### config.mk
export PLATFORM = sky130hd
export DESIGN_NAME = writeback_queue_flat
export DESIGN_NICKNAME = d
export VERILOG_FILES = /design/src/rtl/writeback_queue_if.sv /design/src/rtl/writeback_queue.sv /design/src/flat_wrapper.sv
export SDC_FILE = /design/constraint.sdc
export NUM_CORES = 1
export LEC_CHECK = 0
export ABC_AREA = 1
export CAP_MARGIN = 40
export CORE_MARGIN = 2
export CORE_UTILIZATION = 57
export CTS_CLUSTER_SIZE = 12
export DETAILED_ROUTE_END_ITERATION = 8
export DONT_BUFFER_PORTS = 1
export GPL_TIMING_DRIVEN = 0
export PLACE_DENSITY = 0.68
export SYNTH_ARGS = -nofsm -noshare
export SYNTH_HDL_FRONTEND = slang
export SYNTH_SLANG_ARGS = --single-unit
export TNS_END_PERCENT = 20
### constraint.sdc
create_clock -name clk -period 5 [get_ports clk]
set_input_delay 0.5 -clock clk [delete_from_list [all_inputs] [get_ports clk]]
set_output_delay 0.5 -clock clk [all_outputs]
set_load 0.01 [all_outputs]
### src/rtl/writeback_queue_if.sv
// writeback_queue_if: producer handshakes, register-file write port and status (bypass lookups when WB_BYPASS_EN is defined)
interface writeback_queue_if #(
    parameter int CNT_W = 3
);
    logic             alu_valid;
    logic             alu_ready;
    logic [4:0]       alu_addr;
    logic [31:0]      alu_data;
    logic             mem_valid;
    logic             mem_ready;
    logic [4:0]       mem_addr;
    logic [31:0]      mem_data;
    logic [4:0]       address_wr;
    logic [31:0]      wr_data;
    logic             wr_en;
    logic [CNT_W-1:0] count;
    logic             idle;
`ifdef WB_BYPASS_EN
    logic [4:0]       byp_addr_0;
    logic [4:0]       byp_addr_1;
    logic             byp_hit_0;
    logic             byp_hit_1;
    logic [31:0]      byp_data_0;
    logic [31:0]      byp_data_1;
`endif

    modport master (
        output alu_valid, alu_addr, alu_data, mem_valid, mem_addr, mem_data,
        input  alu_ready, mem_ready, address_wr, wr_data, wr_en, count, idle
`ifdef WB_BYPASS_EN
        , output byp_addr_0, byp_addr_1,
        input  byp_hit_0, byp_hit_1, byp_data_0, byp_data_1
`endif
    );

    modport slave (
        input  alu_valid, alu_addr, alu_data, mem_valid, mem_addr, mem_data,
        output alu_ready, mem_ready, address_wr, wr_data, wr_en, count, idle
`ifdef WB_BYPASS_EN
        , input byp_addr_0, byp_addr_1,
        output byp_hit_0, byp_hit_1, byp_data_0, byp_data_1
`endif
    );
endinterface

### src/rtl/writeback_queue.sv
// writeback_queue: in-order FIFO merging ALU and load results onto one register-file write port; WB_BYPASS_EN adds two forwarding lookups
module writeback_queue #(
    parameter int DEPTH = 4,
    localparam int CNT_W = $clog2(DEPTH + 1)
) (
    input logic clk,
    input logic rst,
    writeback_queue_if.slave bus
);
    localparam int AW = $clog2(DEPTH);

    logic [4:0]       addr_q [DEPTH];
    logic [31:0]      data_q [DEPTH];
    logic [AW-1:0]    rd_ptr;
    logic [AW-1:0]    wr_ptr;
    logic [CNT_W-1:0] cnt;
    logic [4:0]       out_addr;
    logic [31:0]      out_data;
    logic             out_en;
    logic             mem_push;
    logic             alu_push;
    logic             pop;

    // Readiness looks only at occupancy before the edge, so a same-cycle pop never frees a slot
    assign bus.mem_ready = cnt != CNT_W'(DEPTH);
    assign bus.alu_ready = bus.mem_valid ? (cnt < CNT_W'(DEPTH - 1)) : (cnt != CNT_W'(DEPTH));
    assign mem_push = bus.mem_valid && bus.mem_ready && bus.mem_addr != 5'd0;
    assign alu_push = bus.alu_valid && bus.alu_ready && bus.alu_addr != 5'd0;
    assign pop = cnt != '0;

    assign bus.address_wr = out_addr;
    assign bus.wr_data = out_data;
    assign bus.wr_en = out_en;
    assign bus.count = cnt;
    assign bus.idle = !pop && !out_en;

    // Entry storage: the load result takes the first free slot, the ALU result the one after it
    always_ff @(posedge clk) begin
        if (mem_push) begin
            addr_q[wr_ptr] <= bus.mem_addr;
            data_q[wr_ptr] <= bus.mem_data;
        end
        if (alu_push) begin
            addr_q[wr_ptr + AW'(mem_push)] <= bus.alu_addr;
            data_q[wr_ptr + AW'(mem_push)] <= bus.alu_data;
        end
    end

    // Pointers, occupancy and the registered write port; the head drains every cycle it exists
    always_ff @(posedge clk or posedge rst) begin
        if (rst) begin
            rd_ptr <= '0;
            wr_ptr <= '0;
            cnt <= '0;
            out_en <= 1'b0;
            out_addr <= '0;
            out_data <= '0;
        end else begin
            wr_ptr <= wr_ptr + AW'(mem_push) + AW'(alu_push);
            cnt <= cnt + CNT_W'(mem_push) + CNT_W'(alu_push) - CNT_W'(pop);
            out_en <= pop;
            if (pop) begin
                rd_ptr <= rd_ptr + AW'(1);
                out_addr <= addr_q[rd_ptr];
                out_data <= data_q[rd_ptr];
            end
        end
    end

`ifdef WB_BYPASS_EN
    // Returns {hit, data}; walking oldest to youngest lets the youngest match overwrite older ones
    function automatic logic [32:0] lookup(input logic [4:0] a);
        logic [32:0] r;
        r = (out_en && out_addr == a) ? {1'b1, out_data} : 33'd0;
        for (int i = 0; i < DEPTH; i++)
            if (CNT_W'(i) < cnt && addr_q[rd_ptr + AW'(i)] == a) r = {1'b1, data_q[rd_ptr + AW'(i)]};
        return (a == 5'd0) ? 33'd0 : r;
    endfunction

    // Forwarding lookups for decode
    always_comb begin
        {bus.byp_hit_0, bus.byp_data_0} = lookup(bus.byp_addr_0);
        {bus.byp_hit_1, bus.byp_data_1} = lookup(bus.byp_addr_1);
    end
`endif
endmodule

### src/flat_wrapper.sv
// flat-port wrapper written by rule: the top's interface ports become plain ports
module writeback_queue_flat 
#(
    parameter int DEPTH = 4,
    localparam int CNT_W = $clog2(DEPTH + 1)
)
  (clk, rst, bus_alu_valid, bus_alu_addr, bus_alu_data, bus_mem_valid, bus_mem_addr, bus_mem_data, bus_alu_ready, bus_mem_ready, bus_address_wr, bus_wr_data, bus_wr_en, bus_count, bus_idle);
  writeback_queue_if #(.CNT_W(3)) bus_i ();
  input logic clk;
  input logic rst;
  input wire logic [$bits(bus_i.alu_valid)-1:0] bus_alu_valid;
  input wire logic [$bits(bus_i.alu_addr)-1:0] bus_alu_addr;
  input wire logic [$bits(bus_i.alu_data)-1:0] bus_alu_data;
  input wire logic [$bits(bus_i.mem_valid)-1:0] bus_mem_valid;
  input wire logic [$bits(bus_i.mem_addr)-1:0] bus_mem_addr;
  input wire logic [$bits(bus_i.mem_data)-1:0] bus_mem_data;
  output wire logic [$bits(bus_i.alu_ready)-1:0] bus_alu_ready;
  output wire logic [$bits(bus_i.mem_ready)-1:0] bus_mem_ready;
  output wire logic [$bits(bus_i.address_wr)-1:0] bus_address_wr;
  output wire logic [$bits(bus_i.wr_data)-1:0] bus_wr_data;
  output wire logic [$bits(bus_i.wr_en)-1:0] bus_wr_en;
  output wire logic [$bits(bus_i.count)-1:0] bus_count;
  output wire logic [$bits(bus_i.idle)-1:0] bus_idle;
  assign bus_i.alu_valid = bus_alu_valid;
  assign bus_i.alu_addr = bus_alu_addr;
  assign bus_i.alu_data = bus_alu_data;
  assign bus_i.mem_valid = bus_mem_valid;
  assign bus_i.mem_addr = bus_mem_addr;
  assign bus_i.mem_data = bus_mem_data;
  assign bus_alu_ready = bus_i.alu_ready;
  assign bus_mem_ready = bus_i.mem_ready;
  assign bus_address_wr = bus_i.address_wr;
  assign bus_wr_data = bus_i.wr_data;
  assign bus_wr_en = bus_i.wr_en;
  assign bus_count = bus_i.count;
  assign bus_idle = bus_i.idle;
  writeback_queue #(.DEPTH(DEPTH)) u_core (.clk(clk), .rst(rst), .bus(bus_i));
endmodule
==> run metrics <==
critical path depth 13; XOR/XNOR Fraction of Synth Area 0.538%; simple-gate portion of the synthesized area 28.6%; Final GP Congestion 0.873; diode count 0; post-route insts no fill between 1000 and 1500; worst reg2reg setup slack 1370 ps; Iteration-0 DRC Markers about 1100; Final period util around 73%; outcome finished, final reports clean; Pwr Total around 7.7 mW; GR Overflow Total 0; largest family of logic cells by synthesized area simple AND/OR/NAND/NOR gates; first-pass GRT wire length 42600 um; Critical Path Max Stage Delay roughly 480 ps; dpl hpwl ~18000 um; reg-to-reg startpoint u_core.bus.count[1]; input/output buffers 0; cell internal pwr 4.29 mW; H-Tree Depth 4; crit path to u_core.data_q[1][11]; Synth Cell Area around 9500 um^2; drt total wl 27800 um; routing usage on met1 43.5%; post-synthesis compound-gate area fraction under 10%; CTS tree built; Clock Path Buffers 2; sequential fraction of the synthesis area between 50% and 60%; crit path from u_core.bus.count[1]; drc violations 0; Synth Instances between 1000 and 1500; switching power of the nets ~3.4 mW; register area around 5600 um^2; CP Cell Sequence nor2_1 -> nand2_2 -> nand3_1 -> inv_1 -> ha_1 -> xnor2_2 -> inv_2 -> nor2_1 -> nand2_1 -> buf_4 -> buf_2 -> o21ai_4 -> buf_16; crit path kind reg -> reg; clk root buf clkbuf_16; worst path bufs/invs 5; RSZ-0062 raised after global routing false; Core Rows 47; Num CTS Buffers 17; RR Endpoint u_core.data_q[1][11]; Fillers about 1400; DR vias/cell between 5 and 6; Post-CTS Setup Inserts 0; Switching Share 43.9%; mux share of post-synthesis cell area 0%; min Tclk post-route 3630 ps; initial antenna violation count 0; worst-margin pin slew about 840 ps; fraction of layout cells with a size suffix above 1 roughly 8.4%; Peak Freq 0.276 GHz; top-level port count 122; chip width 133 um; WL per Instance 20.8 um; CP endpoint kind flip-flop; core area 16500 um^2; worst relative slew slack between 40% and 50%; Netlist cell types 24; Synth Register Bits 193; reg2reg path depth 13; Die ar. 17800 um^2; clock skew 8.29 ps; via count 7960; number of antenna-violating nets in the routed design 0; area occupied by multi-input gates 3530 um^2; worst min path class in -> reg; vias in the first global route approximately 7600; Worst Path Required 5150 ps; final hold violation count 0; Clk Latency, worst-skew pair 440 ps; Post-Syn Nets around 1200; Clock power frac 16.9%; Arrival @ worst endpoint 3770 ps; Nets 1191; cell mode on critical path nor2_1; Layout area overhead 11.4%; clock sinks 193; largest net degree at the start of global routing 33; number of max-cap violations 0; cell family with most CP delay simple AND/OR/NAND/NOR gates; combinational power share 44.9%; sequential share of power 38.2%; global route hottest layer met2; Pwr Density 720 nW/um^2; total of warnings raised by yosys 0; Post-Synth Adder-Cell Area less than 1%; global-route met3 utilization ~6.8%; final setup fails 0; Static Leak 4.56 nW; Tot GR Track Use 32.1%; slowest stage cell, crit path dfrtp_1; CTS clk-pin slew, worst paths 70 ps; Die H about 130 um; crit-path max FO 20; placed cells 1307; Max Slew Vio Count 0; met2 Use GR 51.1%; Worst VDD drop ~0.45 mV; Mean Syn Cell Area 8.84 um^2; 1st-pass router iterations 6; CP Launch Type flip-flop; effective utilization at floorplan between 50 and 60%
[worst min-delay path by stage]
| stage | depth (start not counted) | slack, ps | end | startpoint |
|---|---|---|---|---|
| 6_report | 2 | 230 | u_core.addr_q[3][2] | bus_mem_addr[2] |
| 5_1_grt | 2 | 240 | u_core.data_q[1][7] | bus_mem_data[7] |
| 4_1_cts | 2 | 240 | u_core.data_q[3][7] | bus_mem_data[7] |
| 3_5_place_dp | 1 | 370 | u_core.bus.wr_data[17] | rst |
| 3_3_place_gp | 2 | 560 | u_core.bus.wr_data[20] | u_core.bus.wr_data[20] |
| 2_1_floorplan | 2 | 540 | u_core.bus.wr_data[10] | u_core.bus.wr_data[10] |
[routing by layer]
metal | part of all wire [%] | up-vias | wire length [um]
li1 | - | 3712 | -
met1 | 39 | 3674 | 11000
met2 | 47 | 503 | 13100
met3 | 11 | 71 | 2950
met4 | 2.9 | 0 | 806
met5 | 0 | - | 0
[flip-flops by register name, summed over array words and instances, names as in the netlist]
register / count
u_core.addr_q: 20
u_core.bus.address_wr: 5
u_core.bus.count: 3
u_core.bus.wr_data: 32
u_core.bus.wr_en: 1
u_core.data_q: 128
u_core.rd_ptr: 2
u_core.wr_ptr: 2
[cell usage after synthesis, drive strengths merged]
master | count | share of area (%)
nand2 | 387 | 15
nand3 | 187 | 9.8
edfxtp | 148 | 47
nor2 | 84 | 3.4
o21ai | 78 | 4.1
buf | 49 | 3.0
dfrtp | 45 | 12
o22ai | 37 | 2.4
clkbuf | 35 | 1.4
inv | 17 | 0.67
ha | 4 | 0.52
xor2 | 3 | 0.28
fa | 2 | 0.42
xnor2 | 2 | 0.26
nor3 | 1 | 0.052
[layout by cell type, fill, tap and decap left out]
cell and n:
nand2_1 385, nand3_1 187, edfxtp_1 148, nor2_1 82, o21ai_0 71, dfrtp_1 45
o22ai_1 37, clkbuf_1 35, buf_2 28, buf_4 17, clkbuf_16 17, inv_1 14
buf_16 7, buf_1 4, o21ai_4 4, ha_1 4, clkinvlp_4 4, inv_2 3
xor2_1 3, o21ai_1 3, clkinv_1 3, nand2_2 2, fa_1 2, clkinv_4 2
clkinv_2 2, inv_6 2, nor3_1 1, nor2_4 1, xnor2_2 1, nor2_2 1
clkbuf_4 1, xnor2_1 1, bufinv_16 1, dlygate4sd3_1 1, buf_12 1
[kinds of logic after synthesis]
group / Yosys count
xor gates and xnor gates: 5
DFF: 193
AOI/OAI and AO/OA: 115
adders and majority gates: 6
and+or+nand+nor: 659
buffers and inverters: 101
[power by group through the flow]
| stage | combinational, mW | sequential, mW | clock [mW] |
|---|---|---|---|
| floorplan | 2.12 | 2.94 | 0 |
| global placement | 3.11 | 3.05 | 0 |
| detailed placement | 3.38 | 2.96 | 0 |
| CTS | 3.40 | 2.92 | 1.29 |
| global route | 3.76 | 2.98 | 1.35 |
| finish | 3.43 | 2.92 | 1.30 |
[metrics by stage]
step / setup slack [ps] / hold slack [ps] / setup TNS [ps] / cell area [um^2] / utilization (%)
floorplan: 1080 / 543 / 0 / 9540 / -
global placement: -1470 / 560 / -191870 / 9810 / 59.6
detailed placement: 1390 / 367 / 0 / 10100 / 61.2
CTS: 1380 / 237 / 0 / 10600 / 64.5
global route: 1180 / 238 / 0 / 10600 / 64.5
finish: 1370 / 231 / 0 / 10600 / 64.5
[repair_timing]
item	in CTS	in global routing
setup endpoints to repair	0	0
gates resized for setup	0	0
endpoints found under the hold margin	13	0
hold buffers	1	0
[area by class of cell]
cell class | count | area share [%]
Inverter | 17 | 0.600
Clock inverter | 14 | 1.09
Tap cell | 220 | 2.59
Sequential cell | 193 | 52.4
Timing Repair Buffer | 9 | 2.10
Buffer | 84 | 3.93
Multi-Input combinational cell | 785 | 33.2
Clock buffer | 18 | 4.04
Note: power is estimated with default switching activity, not from simulation.
